## config.mk

```make
export PLATFORM = sky130hd
export DESIGN_NAME = wf_pending_tracker
export DESIGN_NICKNAME = d
export VERILOG_FILES = /design/src/rtl/wf_pending_tracker_pkg.sv /design/src/rtl/wf_pending_cell.sv /design/src/rtl/wf_pending_tracker.sv
export SDC_FILE = /design/constraint.sdc
export NUM_CORES = 1
export LEC_CHECK = 0
export ABC_CLOCK_PERIOD_IN_PS = 5650
export BUFFER_PORTS_ARGS = -buffer_cell sky130_fd_sc_hd__clkbuf_2
export CAP_MARGIN = 40
export CORE_MARGIN = 3
export CORE_UTILIZATION = 42
export DETAILED_ROUTE_END_ITERATION = 8
export PLACE_DENSITY = 0.65
export SLEW_MARGIN = 0
export SYNTH_ARGS = -nofsm -noshare
export SYNTH_HDL_FRONTEND = slang
export SYNTH_SLANG_ARGS = --single-unit
```

## constraint.sdc

```tcl
create_clock -name clk -period 5.65 [get_ports clk]
set_input_delay 0 -clock clk [delete_from_list [all_inputs] [get_ports clk]]
set_output_delay 0 -clock clk [all_outputs]
set_load 0.01 [all_outputs]
```

## src/rtl/wf_pending_tracker_pkg.sv

```systemverilog
// Shared sizing for the per-wavefront pending tracker.
// Issue and the LSU must use these same constants.
package wf_pending_tracker_pkg;

  localparam int unsigned NUM_WF = 40;
  localparam int unsigned WFID_W = 6;
  localparam int unsigned CNT_W  = 4;

  localparam logic [CNT_W-1:0] CNT_MAX = {CNT_W{1'b1}};

  // Per-wavefront event decode presented to one counter cell.
  typedef struct packed {
    logic inc;
    logic dec;
    logic fl;
  } wf_evt_t;

endpackage

```

## src/rtl/wf_pending_cell.sv

```systemverilog
// One wavefront's saturating outstanding-op counter.
// Exposes its next-state so the top can register derived outputs.
module wf_pending_cell
  import wf_pending_tracker_pkg::*;
(
  input  logic             clk,
  input  logic             rst,
  input  logic             inc,
  input  logic             dec,
  input  logic             fl,
  output logic [CNT_W-1:0] next_cnt_c,
  output logic             busy_c,
  output logic             ovf_evt_c,
  output logic             udf_evt_c
);

  logic [CNT_W-1:0] cnt;

  always_ff @(posedge clk) begin
    if (rst) begin
      cnt <= '0;
    end else begin
      cnt <= next_cnt_c;
    end
  end

  // Flush wins; a same-cycle issue survives the flush, a retire does not.
  always_comb begin
    next_cnt_c = cnt;
    ovf_evt_c  = 1'b0;
    udf_evt_c  = 1'b0;
    if (fl) begin
      next_cnt_c = inc ? CNT_W'(1) : '0;
    end else if (inc && dec) begin
      next_cnt_c = cnt;
    end else if (inc) begin
      if (cnt == CNT_MAX) begin
        ovf_evt_c = 1'b1;
      end else begin
        next_cnt_c = cnt + CNT_W'(1);
      end
    end else if (dec) begin
      if (cnt == '0) begin
        udf_evt_c = 1'b1;
      end else begin
        next_cnt_c = cnt - CNT_W'(1);
      end
    end
  end

  assign busy_c = (next_cnt_c != '0);

endmodule

```

## src/rtl/wf_pending_tracker.sv

```systemverilog
// Per-wavefront outstanding-operation tracker for the issue stage.
// Decodes issue/retire/flush ids into counter cells and registers busy, query and error state.
module wf_pending_tracker
  import wf_pending_tracker_pkg::*;
(
  input  logic              clk,
  input  logic              rst,
  input  logic              issue_valid,
  input  logic [WFID_W-1:0] issue_wfid,
  input  logic              retire_valid,
  input  logic [WFID_W-1:0] retire_wfid,
  input  logic              flush_valid,
  input  logic [WFID_W-1:0] flush_wfid,
  input  logic [WFID_W-1:0] query_wfid,
  output logic [CNT_W-1:0]  query_cnt,
  output logic [NUM_WF-1:0] pending_busy,
  output logic              err_overflow,
  output logic              err_underflow
);

  wf_evt_t          evt [NUM_WF];
  logic [CNT_W-1:0] next_cnt [NUM_WF];
  logic [NUM_WF-1:0] busy_c;
  logic [NUM_WF-1:0] ovf_c;
  logic [NUM_WF-1:0] udf_c;
  logic [CNT_W-1:0] query_cnt_c;

  // Ids at or above NUM_WF match no cell, so they are silently dropped.
  for (genvar i = 0; i < int'(NUM_WF); i++) begin : g_cell
    assign evt[i].inc = issue_valid  && (issue_wfid  == WFID_W'(i));
    assign evt[i].dec = retire_valid && (retire_wfid == WFID_W'(i));
    assign evt[i].fl  = flush_valid  && (flush_wfid  == WFID_W'(i));

    wf_pending_cell u_cell (
      .clk        (clk),
      .rst        (rst),
      .inc        (evt[i].inc),
      .dec        (evt[i].dec),
      .fl         (evt[i].fl),
      .next_cnt_c (next_cnt[i]),
      .busy_c     (busy_c[i]),
      .ovf_evt_c  (ovf_c[i]),
      .udf_evt_c  (udf_c[i])
    );
  end

  always_comb begin
    query_cnt_c = '0;
    for (int unsigned i = 0; i < NUM_WF; i++) begin
      if (query_wfid == WFID_W'(i)) begin
        query_cnt_c = next_cnt[i];
      end
    end
  end

  always_ff @(posedge clk) begin
    if (rst) begin
      query_cnt     <= '0;
      pending_busy  <= '0;
      err_overflow  <= 1'b0;
      err_underflow <= 1'b0;
    end else begin
      query_cnt     <= query_cnt_c;
      pending_busy  <= busy_c;
      err_overflow  <= err_overflow  | (|ovf_c);
      err_underflow <= err_underflow | (|udf_c);
    end
  end

endmodule

```

# After elaboration in Yosys (flattened, before gate mapping)
# Index checks and enable logic that the tools add are counted.
[classes] bitwise=2 n_addsub=80 eq_ne=196 n_mux=680 n_reduce_logical=246
[ops] op="4-bit 2-to-1 mux" n=280
[ops] op="1-bit 2-to-1 mux" n=400
[ops] op="6-bit by 5-bit equality test with 1-bit output, second input constant" n=64
[ops] op="6-bit by 4-bit equality test with 1-bit output, second input constant" n=32
[ops] op="6-bit equality test, second input constant" n=32
[ops] op="4-bit by 1-bit adder with 4-bit output, second input constant" n=40
[ops] op="4-bit equality test, second input constant" n=40
[ops] op="1-bit logical AND" n=160
[ops] op="4-bit logical NOT" n=40
[ops] op="4-bit nonzero test" n=40
[ops] op="4-bit by 1-bit subtractor with 4-bit output, second input constant" n=40
[ops] op="6-bit by 3-bit equality test with 1-bit output, second input constant" n=16
[ops] op="40-bit OR reduction" n=2
[ops] op="6-bit by 2-bit equality test with 1-bit output, second input constant" n=8
[ops] op="6-bit by 1-bit equality test with 1-bit output, second input constant" n=4
[ops] op="6-bit logical NOT" n=4
[ops] op="1-bit OR" n=2
[word_totals] output_inout_bits=46 ff_bits=206 input_bits=29

# Logic depth before layout (Yosys ltp)
# Gate-level depths: netlist (run 1).
[depth] word_depth=46 ltp_mapped=14 depth_no_buf=12

# Cells and area by module
# A second synthesis (run 1) with hierarchy kept.
[hier_totals] hier_cells=2605 hier_area_um2=20535.9
[by_module_without_submodules] mod="wf_pending_cell" area_each_um2=400.4 cells_per_inst=50 n_inst=40 seq_area_each_um2=80.1
[by_module_without_submodules] mod="wf_pending_tracker" area_each_um2=4520.6 cells_per_inst=605 n_inst=1 seq_area_each_um2=920.9

# Least setup slack after synthesis (run 1)
# Ideal clock, no wire load.
[synth_timing] path_type="reg2reg" start="register g_cell[5].u_cell.cnt[0]" end="register query_cnt[0]" period_less_slack_ps=3026 arrival_ps=2909 n_path_buf=0 path_stages_with_launch=13 setup_slack_ps=2624 cell_sequence="dfxtp_1 inv_1 ha_1 or3b_2 nand3_1 nor3_1 or4b_1 a31oi_1 o21ai_1 a2111oi_0 o221a_1 o2111a_1 and4b_1"
[synth_between] elab_chain_len=41 elab_cells_between_ends=45 classes_between="add/sub: 2; eq/ne: 1; mux: 41; reduce/logical: 1"
[synth_lines] item="start: declaration" line_no="wf_pending_cell.sv:17" source="logic [CNT_W-1:0] cnt;"
[synth_lines] item="start signal: assignment" line_no="wf_pending_cell.sv:23" source="cnt <= next_cnt_c;"
[synth_lines] item="4-bit by 1-bit subtractor with 4-bit output or 4-bit logical NOT (tied branches)" line_no="wf_pending_cell.sv:46, wf_pending_cell.sv:43"
[synth_lines] item="4-bit 2-to-1 mux" line_no="wf_pending_cell.sv:43" source="if (cnt == '0) begin"
[synth_lines] item="4-bit 2-to-1 mux" line_no="wf_pending_cell.sv:42" source="end else if (dec) begin"
[synth_lines] item="4-bit 2-to-1 mux" line_no="wf_pending_cell.sv:36" source="end else if (inc) begin"
[synth_lines] item="4-bit 2-to-1 mux (*)" line_no="wf_pending_cell.sv:34" source="end else if (inc && dec) begin"
[synth_lines] item="4-bit 2-to-1 mux (*)" line_no="wf_pending_cell.sv:32" source="if (fl) begin"
[synth_lines] item="4-bit 2-to-1 mux (*) (35 in a row)" line_no="wf_pending_tracker.sv:50" source="if (query_wfid == WFID_W'(i)) begin"
[synth_lines] item="end signal: assignment" line_no="wf_pending_tracker.sv:63" source="query_cnt <= query_cnt_c;"
[synth_lines] item="end: declaration" line_no="wf_pending_tracker.sv:15" source="output logic [CNT_W-1:0] query_cnt,"
# Every way passes the cells marked *; elsewhere a longest branch is shown, timed or not.
# A chain may end at the register's enable or synchronous reset.

# Worst setup path in the final report (run 1)
[layout_timing] start="input retire_wfid[1]" end="register query_cnt[0]"
[layout_between] elab_chain_len=46 elab_cells_between_ends=320 classes_between="eq/ne: 39; mux: 200; reduce/logical: 81"
[layout_lines] item="start: declaration" line_no="wf_pending_tracker.sv:11" source="input logic [WFID_W-1:0] retire_wfid,"
[layout_lines] item="6-bit logical NOT" line_no="wf_pending_tracker.sv:31" source="assign evt[i].dec = retire_valid && (retire_wfid == WFID_W'(i));"
[layout_lines] item="1-bit logical AND" line_no="wf_pending_tracker.sv:31"
[layout_lines] item="4-bit 2-to-1 mux" line_no="wf_pending_cell.sv:42"
[layout_lines] item="4-bit 2-to-1 mux" line_no="wf_pending_cell.sv:36"
[layout_lines] item="4-bit 2-to-1 mux" line_no="wf_pending_cell.sv:34"
[layout_lines] item="4-bit 2-to-1 mux" line_no="wf_pending_cell.sv:32"
[layout_lines] item="4-bit 2-to-1 mux (39 in a row)" line_no="wf_pending_tracker.sv:50"
[layout_lines] item="4-bit 2-to-1 mux (*)" line_no="wf_pending_tracker.sv:50"
# Marked as above.

==> metrics.md, run 1 <==
| Metric | Value |
|---|---|
| Endpoint of the worst hold path | g_cell[3].u_cell.cnt[0] |
| Setup total negative slack | 0 ns |
| Max-cap viol count | 0 |
| Setup WS post-layout | 1.84 ns |
| Post-route clock period utilization | around 67% |
| Worst-case register-to-register setup slack | 2.02 ns |
| Critical path peak fanout | 28 |
| Count of final setup violators | 0 |
| Via total after detailed routing | 23.0k |
| Master cell of the clock root buffer | sky130_fd_sc_hd__clkbuf_16 |
| Residual DRC count | 0 |
| TritonCTS clock tree | done |
| Clock sink total | around 200 |
| Number of storage elements in the synthesis netlist | approximately 210 |
| Largest clock skew in the final design | 0.0233 ns |
| Number of instances in the synthesized netlist | roughly 2.7k |
| Horizontal extent of the die | around 220 um |
| Ranking of synthesized cells by instance count | sky130_fd_sc_hd__nor2_1, sky130_fd_sc_hd__nand2_1, sky130_fd_sc_hd__dfxtp_1 |
| Slew Limit Fails | 0 |
| GRT Total Usage | approximately a third |
| Number of enable flip-flop cells after synthesis | 0 |
| Beginning of the worst hold path | issue_wfid[4] |
| Synthesized area per cell | 7.07 um^2 |
| First drt pass iteration count | 7 |
| Synthesized netlist net count | about 2.8k |
| Critical path class | in -> reg |
| Final Critical Period | ~3.8 ns |
| Gp weighted congestion | roughly 1.0 |
| Syn-to-layout area delta | 8.60% |
| Standard cell area after detailed placement | between 20000 and 25000 um^2 |
| Final global-route overflow total | 0 |
| Worst-case hold slack | between 0.15 and 0.2 ns |
| Initial antenna violation count | 3 |
| Status | complete, no violations |
| Count of input and output buffers | 74 |
| Nature of the critical path endpoint | flip-flop |
| Netlist cell types | just under 100 |
| Count of routing violations after the opening detailed-route iteration | ~3.6k |
| HPWL after detailed placement | between 60000 and 70000 um |
| First-pass GRT wire length | between 100000 and 150000 um |
| Most instantiated flip-flop cell in the synthesis netlist | sky130_fd_sc_hd__dfxtp_1 |
| Combined area of the multi-input logic cells | between 10000 and 15000 um^2 |
| Netlist area before placement | 19300 um^2 |
| Setup bufs post-CTS | 0 |
| R2r endpoint | query_cnt[0] |
| Warnings, synthesis | 0 |
| Filler instances | 4693 |
| Die Ht | 221 um |
| Die area | approximately 50000 um^2 |
| Largest cells by area after synthesis | sky130_fd_sc_hd__dfxtp_1, sky130_fd_sc_hd__nor2_1, sky130_fd_sc_hd__ha_1, sky130_fd_sc_hd__nand2_1, sky130_fd_sc_hd__nand3_1 |
| Maximum clock frequency | 262 MHz |
| Row count | between 70 and 80 |
| Clock-pin slew of the registers on the worst-case setup and hold paths | about 0.06 ns |
| Sequential cell area fraction in the yosys report | approximately a fifth |
| Worst voltage drop across the vdd grid | between 200 and 300 uV |
| Power density cells | between 200 and 250 nW/um^2 |
| Setup slack at placement | about 1.5 ns |
| WL per Instance | approximately 25 um |
| Via count of the first global-routing pass | between 20k and 25k |
| Startpoint of the most critical register-to-register path | g_cell[6].u_cell.cnt[1] |
| Antenna violation net count after detailed routing | 0 |
| Total I/O pin count | 75 |
| Worst min-delay path category | in -> reg |
| Async set-or-reset flop fraction in the synthesized netlist | 0% |
| Setup repair after global routing missed its margin | no |
| Actual transition at the worst max-transition pin | approximately 0.95 ns |
| Dominant cell by count in the synthesized netlist | sky130_fd_sc_hd__nor2_1 |
| CTS buffer count | 27 |
| Routed wire length | approximately 84000 um |
| Initial Util | 42.5% |
| Area share of the largest cell type after synthesis | around a fifth |
| Post-detailed-route via-to-cell ratio | about 6.9 |
| Length in cells of the worst reg-to-reg path | 11 |
| Design area | roughly 21000 um^2 |
| Req. time, crit path | roughly 6.1 ns |
| Clock Tree Buf Depth | 3 |
| CORE AREA | roughly 45000 um^2 |
| Clock latency on the worst-skew pair | ~0.59 ns |
| Resize count post-CTS | 0 |
| # H-tree levels | 1 |
| Footprint of the flip-flops and latches | 4120 um^2 |
| Layout cells sized above 1 | a little under a tenth |
| Worst setup SP type | input pin |
| Final-stage net count | 2814 |
| Top cell type by total area after synthesis | sky130_fd_sc_hd__dfxtp_1 |
| Static leakage | about 0.0077 uW |
| Hold violation count in the final report | 0 |
| Number of cells on the worst hold path | 5 |
| Normalized max-slew margin | between 30% and 40% |
| Largest net degree at the start of global routing | slightly below 80 |
| CP arrival | 4.30 ns |
power breakdown:
part	switching, uW	internal [uW]
clock network	745	1150
registers	55.3	1510
logic	515	242
flip-flops by register name (all words and copies together), names as in the netlist:
signal	cells
query_cnt	4
g_cell.u_cell.cnt	160
err_underflow	1
pending_busy	40
err_overflow	1
per-layer routing:
metal | vias to the layer above | share of wire [%] | GRT usage, %
li1 | 10300 | - | -
met1 | 10900 | 41 | 45.5
met5 | - | 0.042 | 0.404
met4 | 4 | 5.7 | 15.2
met3 | 282 | 12 | 7.47
met2 | 1472 | 41 | 48.7
worst max-delay path by stage:
| stage | from | to | slack, ns |
|---|---|---|---|
| floorplan | g_cell[5].u_cell.cnt[0] | query_cnt[0] | 2.62 |
| global placement | retire_wfid[1] | query_cnt[0] | 1.47 |
| detailed placement | retire_wfid[1] | query_cnt[0] | 1.52 |
| CTS | retire_wfid[1] | query_cnt[0] | 2.10 |
| global route | retire_wfid[1] | query_cnt[0] | 1.75 |
| finish | retire_wfid[1] | query_cnt[0] | 1.84 |
critical path: stages:
cell and delay (ns):
sky130_fd_sc_hd__clkbuf_2 0.50, sky130_fd_sc_hd__nor4b_4 0.83, sky130_fd_sc_hd__nand2_1 0.33, sky130_fd_sc_hd__a222oi_1 0.36, sky130_fd_sc_hd__a21oi_1 0.10, sky130_fd_sc_hd__o221ai_2 0.24
sky130_fd_sc_hd__o221ai_1 0.16, sky130_fd_sc_hd__a2111oi_0 0.90, sky130_fd_sc_hd__o221a_1 0.46, sky130_fd_sc_hd__o2111a_1 0.20, sky130_fd_sc_hd__and4b_1 0.18
cells by family after synthesis:
family	after synthesis	synth area share, %
buf+inv	283	5.95
flops	206	21.3
compound gates	752	27.8
simple gates	1345	36.0
xor+xnor	6	0.272
fa+ha+maj	80	5.17
mux	64	3.50
cell type report:
class,instances,share of cell area (%)
multi-input combinational,2247,67.0
clock buffer,38,3.75
clock inverter,11,0.840
timing repair buffer,111,3.17
inverter,112,2.00
antenna,1,0.0119
sequential,206,19.6
tap,600,3.57
through the flow:
step	cells	util (%)	power, uW
floorplan	2736	-	2060
global placement	3270	43.9	2310
detailed placement	3275	44.0	2330
CTS	3325	46.2	4240
global route	3325	46.2	4360
finish	3326	46.2	4230
placed cells by master (no fill, tap or decap), drive strengths merged, types with 38 or more instances in the layout:
cell / Yosys / routed
mux2i: 44 / 44
o21ai: 135 / 135
nand2: 255 / 255
nand3: 183 / 183
a21oi: 100 / 100
nand4: 42 / 42
nand2b: 38 / 38
nor3: 108 / 108
a41oi: 42 / 42
dfxtp: 206 / 206
clkbuf: 117 / 111
nor2: 395 / 395
o211ai: 87 / 87
ha: 80 / 80
inv: 110 / 112
nor4: 48 / 48
a31oi: 63 / 63
repair_timing:
action                                  in CTS  in global routing
hold buffers                                 1                  0
endpoints found under the hold margin       54                  0
endpoints found under the setup margin       0                  0
Note: power is estimated with default switching activity, not from simulation.
==> run 2, diff against run 1 <==
- ABC_CLOCK_PERIOD_IN_PS: 5650 -> 3480
- PLACE_DENSITY: 0.65 -> 0.67
- clock period: 5.65 -> 3.48 ns (I/O delays scaled with it)
==> metrics.md, run 2 (same netlist as run 1, synthesis figures left out) <==
| Metric | Value |
|---|---|
| TritonCTS clock tree | done |
| Hold violation count in the final report | 0 |
| Clock latency on the worst-skew pair | around 0.6 ns |
| Register ranked first by flip-flop count | g_cell.u_cell.cnt |
| Length in cells of the worst reg-to-reg path | 12 |
| Clock-pin slew of the registers on the worst-case setup and hold paths | roughly 0.07 ns |
| Routed wire length on met2 | about 36000 um |
| Highest metal layer with signal wires | met5 |
| Total I/O pin count | 75 |
| Initial Util | a little over two fifths |
| GRT Total Usage | a little over a third |
| Count of input and output buffers | between 70 and 80 |
| Routed wire length | roughly 88000 um |
| Req. time, crit path | a little under 4 ns |
| Largest registers | g_cell.u_cell.cnt (160), pending_busy (40), query_cnt (4) |
| Number of cells on the worst hold path | 5 |
| CP arrival | approximately 3.9 ns |
| Final global-route overflow total | 0 |
| Setup repair after global routing missed its margin | no |
| Post-detailed-route via-to-cell ratio | 6.69 |
| Worst voltage drop across the vdd grid | around 420 uV |
| WL per Instance | 24.6 um |
| Antenna violation net count after detailed routing | 0 |
| Instance count after placement with tap cells included | ~3.5k |
| Master cell of the clock root buffer | sky130_fd_sc_hd__clkbuf_16 |
| Die area | a little under 50000 um^2 |
| Status | complete, no violations |
| Clock Tree Buf Depth | 3 |
| Final standard cell utilization of the core | between 50% and 60% |
| Leading cell type in the layout, fill and taps excluded | sky130_fd_sc_hd__nor2_1 |
| Syn-to-layout area delta | 18.4% |
| Max FFs per register | 160 |
| Residual DRC count | 0 |
| DRT met1 WL | around 37000 um |
| Endpoint of the worst hold path | g_cell[34].u_cell.cnt[2] |
| First drt pass iteration count | 6 |
| Power density cells | 316 nW/um^2 |
| Critical path peak fanout | 4 |
| Critical path class | reg -> reg |
| Clock sink total | roughly 210 |
| HPWL after detailed placement | just under 70000 um |
| Final cell count without fillers | ~3.6k |
| Gp weighted congestion | ~1.0 |
| Filler instances | about 4.6k |
| Row count | 78 |
| Worst min-delay path category | in -> reg |
| Die Ht | 221 um |
| Horizontal extent of the die | 221 um |
| Max-cap viol count | 0 |
| Setup WS post-layout | approximately 0.11 ns |
| Largest clock skew in the final design | between 0.015 and 0.02 ns |
| Maximum clock frequency | between 200 and 300 MHz |
| Final Critical Period | around 3.4 ns |
| Beginning of the worst hold path | flush_valid |
| R2r endpoint | query_cnt[0] |
| Initial antenna violation count | 4 |
| Worst setup SP type | flip-flop |
| Count of routing violations after the opening detailed-route iteration | approximately 3.3k |
| Layout cells sized above 1 | about 16% |
| Via count of the first global-routing pass | between 20k and 25k |
| Met3 routed WL | roughly 11000 um |
| Actual transition at the worst max-transition pin | 0.935 ns |
| CORE AREA | between 40000 and 50000 um^2 |
| Largest net degree at the start of global routing | approximately 150 |
| Normalized max-slew margin | around 38% |
| Post-route clock period utilization | a little over nine tenths |
| Static leakage | 0.00880 uW |
| Startpoint of the most critical register-to-register path | g_cell[5].u_cell.cnt[1] |
| Setup slack at placement | approximately 0.083 ns |
| First-pass GRT wire length | approximately 130000 um |
| Commonest cells after routing, fill and taps aside | sky130_fd_sc_hd__nor2_1, sky130_fd_sc_hd__buf_4, sky130_fd_sc_hd__nand2_1, sky130_fd_sc_hd__dfxtp_1, sky130_fd_sc_hd__nand3_1 |
| Count of final setup violators | 0 |
| Via total after detailed routing | ~24k |
| Setup bufs post-CTS | 0 |
| Final-stage net count | 3044 |
| # H-tree levels | 1 |
| Slew Limit Fails | 0 |
| Nature of the critical path endpoint | flip-flop |
| CTS buffer count | 28 |
| Worst-case register-to-register setup slack | ~0.11 ns |
-- run 2: power breakdown --
group / switching (uW) / total (uW) / internal, uW
sequential: 90.1 / 2550 / 2460
clock: 1250 / 3350 / 2100
combinational: 868 / 1340 / 473
total: 2210 / 7240 / 5030
-- run 2: through the flow --
step | TNS [ns] | area [um^2] | hold WS, ns | power, uW
floorplan | 0 | 19300 | 0.0795 | 3350
global placement | -0.262 | 21800 | 0.383 | 3870
detailed placement | 0 | 21800 | 0.389 | 3880
CTS | 0 | 22900 | 0.111 | 7240
global route | 0 | 22900 | 0.144 | 7490
finish | 0 | 22900 | 0.137 | 7240
-- run 2: worst max-delay path by stage --
stage                            startpoint  slack (ns)           end  cells after the start
detailed placement            issue_wfid[2]        0.08  query_cnt[0]                     14
global placement             retire_wfid[2]       -0.26  query_cnt[0]                     12
finish              g_cell[5].u_cell.cnt[1]        0.11  query_cnt[0]                     12
CTS                 g_cell[0].u_cell.cnt[0]        0.09  query_cnt[0]                     12
global route        g_cell[5].u_cell.cnt[1]        0.03  query_cnt[0]                     12
floorplan           g_cell[5].u_cell.cnt[0]        0.45  query_cnt[0]                     12
-- run 2: layer usage --
metal,up-vias,track usage [%]
li1,10800,-
met1,11300,48.0
met2,1478,51.5
met3,254,9.23
met4,2,13.3
met5,-,0
-- run 2: layout make-up --
type / instances / area (um^2) / area share [%]
clock inverters: 17 / 278 / 1.21
inverters: 112 / 420 / 1.83
flip-flops and latches: 206 / 4120 / 18.0
well taps: 600 / 751 / 3.28
diodes: 2 / 5.00 / 0.0218
clock buffers: 35 / 778 / 3.40
multi-input cells: 2247 / 14100 / 61.5
repair buffers: 340 / 2460 / 10.7
-- run 2: worst max-delay path, stage by stage (launching register included) --
cell,delay [ns]
sky130_fd_sc_hd__dfxtp_1,0.34
sky130_fd_sc_hd__inv_1,0.08
sky130_fd_sc_hd__ha_1,0.19
sky130_fd_sc_hd__or3b_2,0.49
sky130_fd_sc_hd__nand3_2,0.13
sky130_fd_sc_hd__nor3_1,0.07
sky130_fd_sc_hd__or4b_1,0.53
sky130_fd_sc_hd__a31oi_1,0.20
sky130_fd_sc_hd__o21ai_1,0.12
sky130_fd_sc_hd__a2111oi_2,0.39
sky130_fd_sc_hd__o221a_1,0.35
sky130_fd_sc_hd__o2111a_1,0.19
sky130_fd_sc_hd__and4b_1,0.18
-- run 2: repair_timing --
item,CTS,global route
gates resized for setup,0,5
setup endpoints to repair,0,1
endpoints found under the hold margin,45,0
hold buffers,1,0
